`src/rtl/cc_row_shiftregister.sv`:
```
// cc_row_shiftregister: registered row stage behind CC_MUX41.
// Captures a row word and rotates it left/right once every TICKDIV
// qualifying ticks, flagging a one-cycle wrap pulse when a set bit
// crosses the row edge. All outputs are driven straight from registers.
module cc_row_shiftregister #(
    parameter int ROWSHIFT_DATAWIDTH = 8,
    parameter int ROWSHIFT_TICKDIV   = 4
) (
    input  logic                          CC_ROWSHIFT_CLOCK_50,
    input  logic                          CC_ROWSHIFT_RESET_InHigh,
    input  logic [ROWSHIFT_DATAWIDTH-1:0] CC_ROWSHIFT_data_InBUS,
    input  logic [1:0]                    CC_ROWSHIFT_mode_InBUS,
    input  logic                          CC_ROWSHIFT_tick_InHigh,
    output logic [ROWSHIFT_DATAWIDTH-1:0] CC_ROWSHIFT_data_OutBUS,
    output logic                          CC_ROWSHIFT_wrap_OutHigh,
    output logic [7:0]                    CC_ROWSHIFT_count_OutBUS
);

    localparam int W = ROWSHIFT_DATAWIDTH;
    localparam logic [7:0] TICK_LAST = 8'(ROWSHIFT_TICKDIV - 1);

    typedef enum logic [1:0] {
        MODE_HOLD  = 2'b00,
        MODE_LEFT  = 2'b01,
        MODE_RIGHT = 2'b10,
        MODE_LOAD  = 2'b11
    } rowMode;

    typedef enum logic {
        DIR_LEFT  = 1'b0,
        DIR_RIGHT = 1'b1
    } rowDir;

    logic [W-1:0] rowReg, rowNext;
    logic [7:0]   countReg, countNext;
    rowDir        dirReg, dirNext, reqDir;
    logic         wrapReg, wrapNext;
    rowMode       modeIn;

    assign modeIn = rowMode'(CC_ROWSHIFT_mode_InBUS);

    // Next-state: load/hold/rotate decisions, prescaler and wrap detection.
    always_comb begin
        rowNext   = rowReg;
        countNext = countReg;
        dirNext   = dirReg;
        wrapNext  = 1'b0;
        reqDir    = (modeIn == MODE_RIGHT) ? DIR_RIGHT : DIR_LEFT;
        case (modeIn)
            MODE_LOAD: begin
                rowNext   = CC_ROWSHIFT_data_InBUS;
                countNext = '0;
            end
            MODE_HOLD: begin
                countNext = '0;
            end
            default: begin
                if (reqDir != dirReg) begin
                    // Direction change burns one cycle and restarts the prescaler.
                    dirNext   = reqDir;
                    countNext = '0;
                end else if (CC_ROWSHIFT_tick_InHigh) begin
                    if (countReg == TICK_LAST) begin
                        countNext = '0;
                        if (reqDir == DIR_LEFT) begin
                            rowNext  = {rowReg[W-2:0], rowReg[W-1]};
                            wrapNext = rowReg[W-1];
                        end else begin
                            rowNext  = {rowReg[0], rowReg[W-1:1]};
                            wrapNext = rowReg[0];
                        end
                    end else begin
                        countNext = countReg + 8'd1;
                    end
                end
            end
        endcase
    end

    // State registers with synchronous active-high reset.
    always_ff @(posedge CC_ROWSHIFT_CLOCK_50) begin
        if (CC_ROWSHIFT_RESET_InHigh) begin
            rowReg   <= '0;
            countReg <= '0;
            dirReg   <= DIR_LEFT;
            wrapReg  <= 1'b0;
        end else begin
            rowReg   <= rowNext;
            countReg <= countNext;
            dirReg   <= dirNext;
            wrapReg  <= wrapNext;
        end
    end

    assign CC_ROWSHIFT_data_OutBUS  = rowReg;
    assign CC_ROWSHIFT_count_OutBUS = countReg;
    assign CC_ROWSHIFT_wrap_OutHigh = wrapReg;

endmodule

```
`config.mk`:
```
export PLATFORM = sky130hd
export DESIGN_NAME = cc_row_shiftregister
export DESIGN_NICKNAME = d
export VERILOG_FILES = /design/src/rtl/cc_row_shiftregister.sv
export SDC_FILE = /design/constraint.sdc
export NUM_CORES = 1
export LEC_CHECK = 0
export BUFFER_PORTS_ARGS = -buffer_cell sky130_fd_sc_hd__clkbuf_2
export CAP_MARGIN = 25
export CORE_MARGIN = 4
export CORE_UTILIZATION = 50
export CTS_CLUSTER_DIAMETER = 150
export DETAILED_ROUTE_END_ITERATION = 10
export PLACE_DENSITY = 0.78
export SETUP_SLACK_MARGIN = 0.1
export SYNTH_ARGS = -nofsm -noshare
export SYNTH_HDL_FRONTEND = slang
export SYNTH_SLANG_ARGS = --single-unit
```
`constraint.sdc`:
```
create_clock -name CC_ROWSHIFT_CLOCK_50 -period 2.6 [get_ports CC_ROWSHIFT_CLOCK_50]
set_clock_uncertainty 0.15 [all_clocks]
set_input_delay 0.39 -clock CC_ROWSHIFT_CLOCK_50 [delete_from_list [all_inputs] [get_ports CC_ROWSHIFT_CLOCK_50]]
set_output_delay 0.39 -clock CC_ROWSHIFT_CLOCK_50 [all_outputs]
set_load 0.02 [all_outputs]
```
# Word level (Yosys, flattened, before mapping)
# Cells that the tools add are included.
# totals
elab_cells	30
input_bits	13
ff_bits	18
output_inout_bits	17
# classes
reduce_logical	8
add_sub_neg	1
muxes	8
n_bitwise	4
eq_ne	5
# op_table
op	n
8-bit 2-to-1 mux	5
8-bit case mux with 2 select lines	1
8-bit by 1-bit adder with 8-bit output, second input constant	1
8-bit by 2-bit equality test with 1-bit output, second input constant	1
6-bit OR reduction	1
2-bit equality test, second input constant	2
1-bit NOT	4
4-bit AND reduction	1
2-bit nonzero test	2
4-bit OR reduction	1
2-bit logical NOT	1
1-bit 2-to-1 mux	2
2-bit by 1-bit inequality test with 1-bit output, second input constant	1
2-bit AND reduction	1
2-bit OR reduction	1
1-bit inequality test	1

# Logic depth before layout (Yosys ltp)
# Gate-level depths: netlist (run 1).
# depth
depth_word	7
depth_mapped	6
ltp_nobuf	5

# Worst setup path after synthesis (run 1)
# No wires, ideal clock.
# synth_timing
path_type	reg2reg
startpoint	register countReg[3], in the netlist CC_ROWSHIFT_count_OutBUS[3]
endpoint	register rowReg[0], in the netlist CC_ROWSHIFT_data_OutBUS[0]
t_required_ns	2.378
setup_time_ns	0.072
period_less_slack_ns	2.044
path_stages_with_launch	4
slack_ns	0.556
n_path_buf	0
arrival_ns	1.823
path_cell_list	dfxtp_1 -> or4_4 -> o41ai_4 -> mux2i_1
# synth_via
elab_chain_cells	3
# synth_rtl
item	line	source
start, declared	35	logic [7:0] countReg, countNext;
start signal, assigned	89	countReg <= countNext;
8-bit by 2-bit equality test with 1-bit output	63	if (countReg == TICK_LAST) begin
2-bit nonzero test (no line)	--	
4-bit AND reduction (no line)	--	
end signal, assigned	88	rowReg <= rowNext;
end, declared	34	logic [W-1:0] rowReg, rowNext;
# Every way passes these cells.
# A chain may end at the register's enable or synchronous reset.

# Final worst setup path (run 1)
# Same ends and word-level chain as after synthesis.

==> run metrics, run 1 <==
largest net degree at the start of global routing 19; DR DRC count 0; Chip Height 53.1 um; CP required 2.67 ns; clk_lat worst skew 0.29 ns; routed vias 871; DP Wirelength 1590 um; Antenna Cells 0; Max Freq 515 MHz; antenna violations before repair 0; relative slew slack 59.4%; Final min period 1.94 ns; DRT iter0 DRCs 5; sequential-to-total area share from yosys stat 35.4%; unique cell type count in the Yosys netlist 28; Crit. End Element register; Synth area leader dfxtp_1; Buffers & Inverters on Critical Path 1; gr usage total 16.2%; Initial Util 52.4%; Top delay family on crit path simple AND/OR/NAND/NOR gates; Vias/cell 5.25; Hold Buf Count CTS 0; status finished clean; Slew Limit Fails 0; layout cell share with drive strength beyond 1 30.2%; Placer Congestion 0.785; critical path's slowest cell or4_4; first-pass GRT wire length 3400 um; CTS buffer count 3; crit-path max FO 8; syn_nets 124; Hold WC Path Type in2reg; fin nets 157; Root Driver clkbuf_4; Die W 53.1 um; Pleak 0.525 nW; row cnt 16; Mean Syn Cell Area 9.51 um2; gr ovfl total 0; Worst Max-Slew Pin Slew 0.608 ns; post-route clock period utilization 74.6%; worst-path cell chain or4_4 -> o41ai_4 -> buf_4 -> mux2i_1; clock buffer depth 2; Max VDD drop 0.000313 V; CP startpoint kind register; path type of the worst setup path reg2reg; commonest non-fill, non-tap cell in the layout clkbuf_2; pwr/cell area 432 nW/um2; DRT antenna net count 0; Final Hold Viols 0; reg-to-reg slack, setup 0.66 ns; vias in the first global route 813; Cells after Synth 107; setup TNS 0 ns; clock-pin slew on the worst setup and hold paths 0.10 ns; max_cap viols 0; WL final 2030 um; YS warnings 0; TritonRoute pass-1 iters 4; CTS resizes 0; final setup fails 0; number of synthesized register bits 18; Yosys top cell area share 35.4%; max incr delay on CP 0.56 ns; I/O Buffers 29; post-CTS setup buffers 0; DR WL/cell 12.2 um; clock sink count 18; Top Ports 30; most frequent cells in the layout clkbuf_2 (29), dfxtp_1 (18), nand2_1 (11), mux2i_1 (11), nand2b_1 (9); H-tree levels 1; Syn-to-layout area delta 21.9%; WP data arrival 2.01 ns; core area 1940 um2; RSZ-0062 raised after global routing no; final core utilization 63.9%; CTS tree yes; synthesized area 1020 um2; die area 2820 um2; Area contributors post-synth dfxtp_1 (35%), mux2i_1 (11%), o211ai_1 (5.9%)
-- cell type report --
cell class,count,area [um2]
inverter,3,11.3
tap,27,33.8
fill,176,702
timing repair buffer,32,168
sequential,18,360
multi-input combinational,82,631
clock buffer,4,36.3
-- cell usage after synthesis --
| cell type | number |
|---|---|
| buf_1 | 1 |
| mux2i_1 | 11 |
| a21oi_1 | 3 |
| or3_1 | 2 |
| nand4_1 | 2 |
| nor2_1 | 6 |
| ha_1 | 4 |
| nand4bb_1 | 1 |
| o211ai_1 | 8 |
| xnor2_1 | 2 |
| o31ai_1 | 1 |
| nand2_1 | 11 |
| inv_2 | 1 |
| or4_4 | 1 |
| and4_1 | 1 |
| xor2_1 | 4 |
| mux2_2 | 3 |
| or4_1 | 1 |
| dfxtp_1 | 18 |
| nand3_1 | 2 |
| nor3_1 | 1 |
| o2111ai_1 | 1 |
| o21ai_0 | 2 |
| nand2b_1 | 9 |
| clkbuf_1 | 3 |
| mux2_1 | 5 |
| inv_1 | 2 |
| o41ai_4 | 1 |
-- final timing paths --
kind,end,depth (start not counted),from
max reg2reg,CC_ROWSHIFT_data_OutBUS[0]$_SDFFE_PP0P_,4,CC_ROWSHIFT_count_OutBUS[3]$_SDFFE_PP0P_
min reg2reg,CC_ROWSHIFT_data_OutBUS[1]$_SDFFE_PP0P_,2,CC_ROWSHIFT_data_OutBUS[1]$_SDFFE_PP0P_
max,CC_ROWSHIFT_data_OutBUS[0]$_SDFFE_PP0P_,4,CC_ROWSHIFT_count_OutBUS[3]$_SDFFE_PP0P_
min,dirReg$_SDFFE_PP0P_,2,CC_ROWSHIFT_RESET_InHigh
-- through the flow --
stage / area (um2) / total power, mW / cells / setup slack [ns] / hold slack, ns
2_1_floorplan: 1020 / 0.348 / 107 / 0.556 / 0.312
3_3_place_gp: 1200 / 0.371 / 162 / 0.737 / 0.328
3_5_place_dp: 1200 / 0.373 / 162 / 0.670 / 0.334
4_1_cts: 1240 / 0.542 / 166 / 0.654 / 0.118
5_1_grt: 1240 / 0.561 / 166 / 0.569 / 0.126
6_report: 1240 / 0.535 / 166 / 0.659 / 0.122
-- power by group --
group          leakage, nW  switching (mW)  internal (mW)
Sequential           0.146         0.00655          0.281
Clock               0.0210          0.0841         0.0852
Combinational        0.359          0.0419         0.0361
Total                0.525           0.133          0.403
-- cells by family after synthesis --
logic type	count (synthesis)	synth area share [%]
simple gates	37	19.6
mux	19	19.7
flops	18	35.4
compound gates	16	12.7
buf+inv	7	2.58
xor+xnor	6	5.17
fa+ha+maj	4	4.92
-- metal layers --
| metal | up-vias | global-route usage, % | wire length, um |
|---|---|---|---|
| met5 | - | 0 | 0 |
| met4 | 0 | 6.38 | 31 |
| met3 | 4 | 3.10 | 145 |
| met2 | 29 | 28.9 | 943 |
| met1 | 390 | 18.6 | 911 |
| li1 | 448 | - | - |
-- sequential cells by signal, indices dropped and copies added, names as in the netlist --
register                  flops
CC_ROWSHIFT_count_OutBUS      8
CC_ROWSHIFT_data_OutBUS       8
CC_ROWSHIFT_wrap_OutHigh      1
dirReg                        1
(Power assumes the default switching activity.)
==> inputs of run 2 (changes only) <==
--- a/config.mk
+++ b/config.mk
@@ -5,13 +5,15 @@
 export SDC_FILE = /design/constraint.sdc
 export NUM_CORES = 1
 export LEC_CHECK = 0
+export ABC_AREA = 1
 export BUFFER_PORTS_ARGS = -buffer_cell sky130_fd_sc_hd__clkbuf_2
 export CAP_MARGIN = 25
+export CORE_ASPECT_RATIO = 0.6
 export CORE_MARGIN = 4
-export CORE_UTILIZATION = 50
+export CORE_UTILIZATION = 46
 export CTS_CLUSTER_DIAMETER = 150
 export DETAILED_ROUTE_END_ITERATION = 10
-export PLACE_DENSITY = 0.78
+export PLACE_DENSITY = 0.74
 export SETUP_SLACK_MARGIN = 0.1
 export SYNTH_ARGS = -nofsm -noshare
 export SYNTH_HDL_FRONTEND = slang
==> constraint.sdc (replaced) <==
create_clock -name CC_ROWSHIFT_CLOCK_50 -period 1.7 [get_ports CC_ROWSHIFT_CLOCK_50]
set_clock_uncertainty 0.15 [all_clocks]
set_input_delay 0.255 -clock CC_ROWSHIFT_CLOCK_50 [delete_from_list [all_inputs] [get_ports CC_ROWSHIFT_CLOCK_50]]
set_output_delay 0.255 -clock CC_ROWSHIFT_CLOCK_50 [all_outputs]
set_load 0.02 [all_outputs]
==> run 2 against run 1 <==
Compared with the run above:
- sequential share of layout area decreased by 2.8 points
- synthesized cell count is 59% higher
- critical path depth grew 4
- hold slack gained 0.056 ns
- non-clock buffer count up 3
- design area grew 12%
- register-to-register slack worse by 0.48 ns
- core utilization shrank 1.4 points
- sequential cell count did not move
- sequential power is 59% higher
- clock-buffer cell count stayed put
- clock power is 110% higher
- largest power group unchanged
- highest routed layer unchanged
==> run metrics, run 2 <==
status finished clean; gr usage total 17.4%; path type of the worst setup path reg2reg; setup TNS 0 ns; Register-to-Register Path Depth 8; r2r endpoint CC_ROWSHIFT_data_OutBUS[6]$_SDFFE_PP0P_; area of the multi-input gates 658 um2; final worst slack 0.178 ns; Max VDD drop 0.000374 V; CTS resizes 0; layout cell share with drive strength beyond 1 24.8%; clk_lat worst skew 0.26 ns; Cells after Synth 170; CTS tree yes; max_cap viols 0; most frequent cells in the layout nand2_1 (42), clkbuf_2 (29), nor2_1 (25); fin nets 224; worst r2r src CC_ROWSHIFT_count_OutBUS[0]$_SDFFE_PP0P_; Worst Hold Depth 3; Post-synth EDFFs 0; Syn-to-layout area delta 26.4%; Die W 70.9 um; post-route clock period utilization 89.5%; DP Area 1300 um2; Vias/cell 5.28; gr ovfl total 0; hold slack 0.178 ns; hold_sp CC_ROWSHIFT_tick_InHigh; Placer Congestion 0.838; CTS buffer count 3; Final Hold Viols 0; Chip Height 45.8 um; I/O Buffers 29; DRT iter0 DRCs 122; largest net degree at the start of global routing 15; antenna violations before repair 0; synthesized area 1090 um2; row cnt 13; syn_nets 187; CP startpoint kind register; Fill cells 209; Antenna Cells 0; design area 1380 um2; Yosys top cell area share 33.0%; crit-path max FO 7; clock-pin slew on the worst setup and hold paths 0.07 ns; vias in the first global route 1043; sequential-to-total area share from yosys stat 33.0%; CP required 1.70 ns; WL final 2900 um; dpl ws 0.0631 ns; Worst Max-Slew Pin Slew 0.242 ns; Pleak 0.645 nW; asr flop ratio synth 0%; reg-to-reg slack, setup 0.18 ns; Sequential Area 363 um2; commonest non-fill, non-tap cell in the layout nand2_1; most common cell in the netlist nand2_1; clock sink count 18; die area 3250 um2; clock buffer depth 2; YS warnings 0; Top Ports 30; Synth area leader dfxtp_1; Mean Syn Cell Area 6.43 um2; DR WL/cell 12.3 um; relative slew slack 83.8%; DR DRC count 0; Final min period 1.52 ns; final setup fails 0; Root Driver clkbuf_8; Slew Limit Fails 0; Area contributors post-synth dfxtp_1 (33%), nand2_1 (14%), nor2_1 (9.3%); first-pass GRT wire length 4430 um; Hold Buf Count CTS 0; Max Freq 657 MHz; unique cell type count in the Yosys netlist 24; pwr/cell area 727 nW/um2; commonest cells in the netlist nand2_1 (42), nor2_1 (27), dfxtp_1 (18), inv_1 (17), nand3_1 (14); Hold WC Path Type in2reg; RSZ-0062 raised after global routing no; H-tree levels 1; DP Wirelength 2150 um; Initial Util 49.4%; DRT antenna net count 0; WP data arrival 1.53 ns; number of synthesized register bits 18; Hold Path End CC_ROWSHIFT_count_OutBUS[0]$_SDFFE_PP0P_; TritonRoute pass-1 iters 4; Crit. End Element register; Synth Flop Type dfxtp_1; routed vias 1247; post-CTS setup buffers 0; core area 2210 um2
==> run 2: changes by cell type after synthesis, moves of 3 or more <==
cell	delta
nand2b_1	-9
nand3_1	+12
nor3_1	+3
nor2_1	+21
o21ai_0	+8
mux2_2	-3
nand2_1	+31
a21oi_1	+7
inv_1	+15
mux2i_1	-7
o211ai_1	-8
mux2_1	-5
==> run 2: cell families after synthesis <==
logic type / Yosys count / share of synthesized area [%]
simple gates: 93 / 36.0
buf+inv: 25 / 9.50
compound gates: 24 / 11.7
flops: 18 / 33.0
mux: 4 / 3.66
fa+ha+maj: 4 / 4.58
xor+xnor: 2 / 1.60
==> run 2: worst max-delay path by stage <==
stage                                                   startpoint                                      end  slack (ns)  depth (start not counted)
after floorplan           CC_ROWSHIFT_count_OutBUS[1]$_SDFFE_PP0P_  CC_ROWSHIFT_data_OutBUS[0]$_SDFFE_PP0P_        0.19                          9
after global placement                   CC_ROWSHIFT_mode_InBUS[0]  CC_ROWSHIFT_data_OutBUS[7]$_SDFFE_PP0P_        0.15                         10
after detailed placement                 CC_ROWSHIFT_mode_InBUS[0]  CC_ROWSHIFT_data_OutBUS[6]$_SDFFE_PP0P_        0.06                         12
after CTS                 CC_ROWSHIFT_count_OutBUS[1]$_SDFFE_PP0P_  CC_ROWSHIFT_data_OutBUS[6]$_SDFFE_PP0P_        0.12                          8
after global routing      CC_ROWSHIFT_count_OutBUS[0]$_SDFFE_PP0P_  CC_ROWSHIFT_data_OutBUS[6]$_SDFFE_PP0P_        0.08                          8
final                     CC_ROWSHIFT_count_OutBUS[0]$_SDFFE_PP0P_  CC_ROWSHIFT_data_OutBUS[6]$_SDFFE_PP0P_        0.18                          8
==> run 2: metrics by stage <==
step	power [mW]	util [%]	instances
global placement	0.643	58.7	231
CTS	0.998	61.2	235
finish	1.00	62.5	236
detailed placement	0.647	58.7	231
floorplan	0.585	-	170
global route	1.05	62.5	236
==> run 2: layout make-up <==
class | instances | area share, %
clock buffers | 4 | 3.98
inverters | 21 | 5.70
multi-input cells | 128 | 47.6
flip-flops and latches | 18 | 26.2
well taps | 30 | 2.71
repair buffers | 35 | 13.8
==> run 2: routing by layer <==
metal | global-route usage (%) | vias to the layer above | routed length, um | part of all wire [%]
met3 | 5.51 | 6 | 338 | 12
met4 | 6.37 | 0 | 29 | 1.0
met1 | 23.2 | 553 | 1260 | 44
li1 | - | 618 | - | -
met5 | 0 | - | 0 | 0
met2 | 26.7 | 70 | 1270 | 44
==> run 2: report_power, final <==
part	internal (mW)	switching (mW)	total, mW
Combinational	0.0722	0.117	0.189
Clock	0.206	0.153	0.359
Sequential	0.439	0.0179	0.457
Total	0.717	0.287	1.00
==> run 2: worst max-delay path: stages (launching register included) <==
cell	delay [ns]
dfxtp_2	0.39
ha_4	0.17
nand3_1	0.09
nor2_2	0.14
nand2_2	0.12
nand2_4	0.14
nand3_1	0.09
nand2_1	0.08
nor2_1	0.04
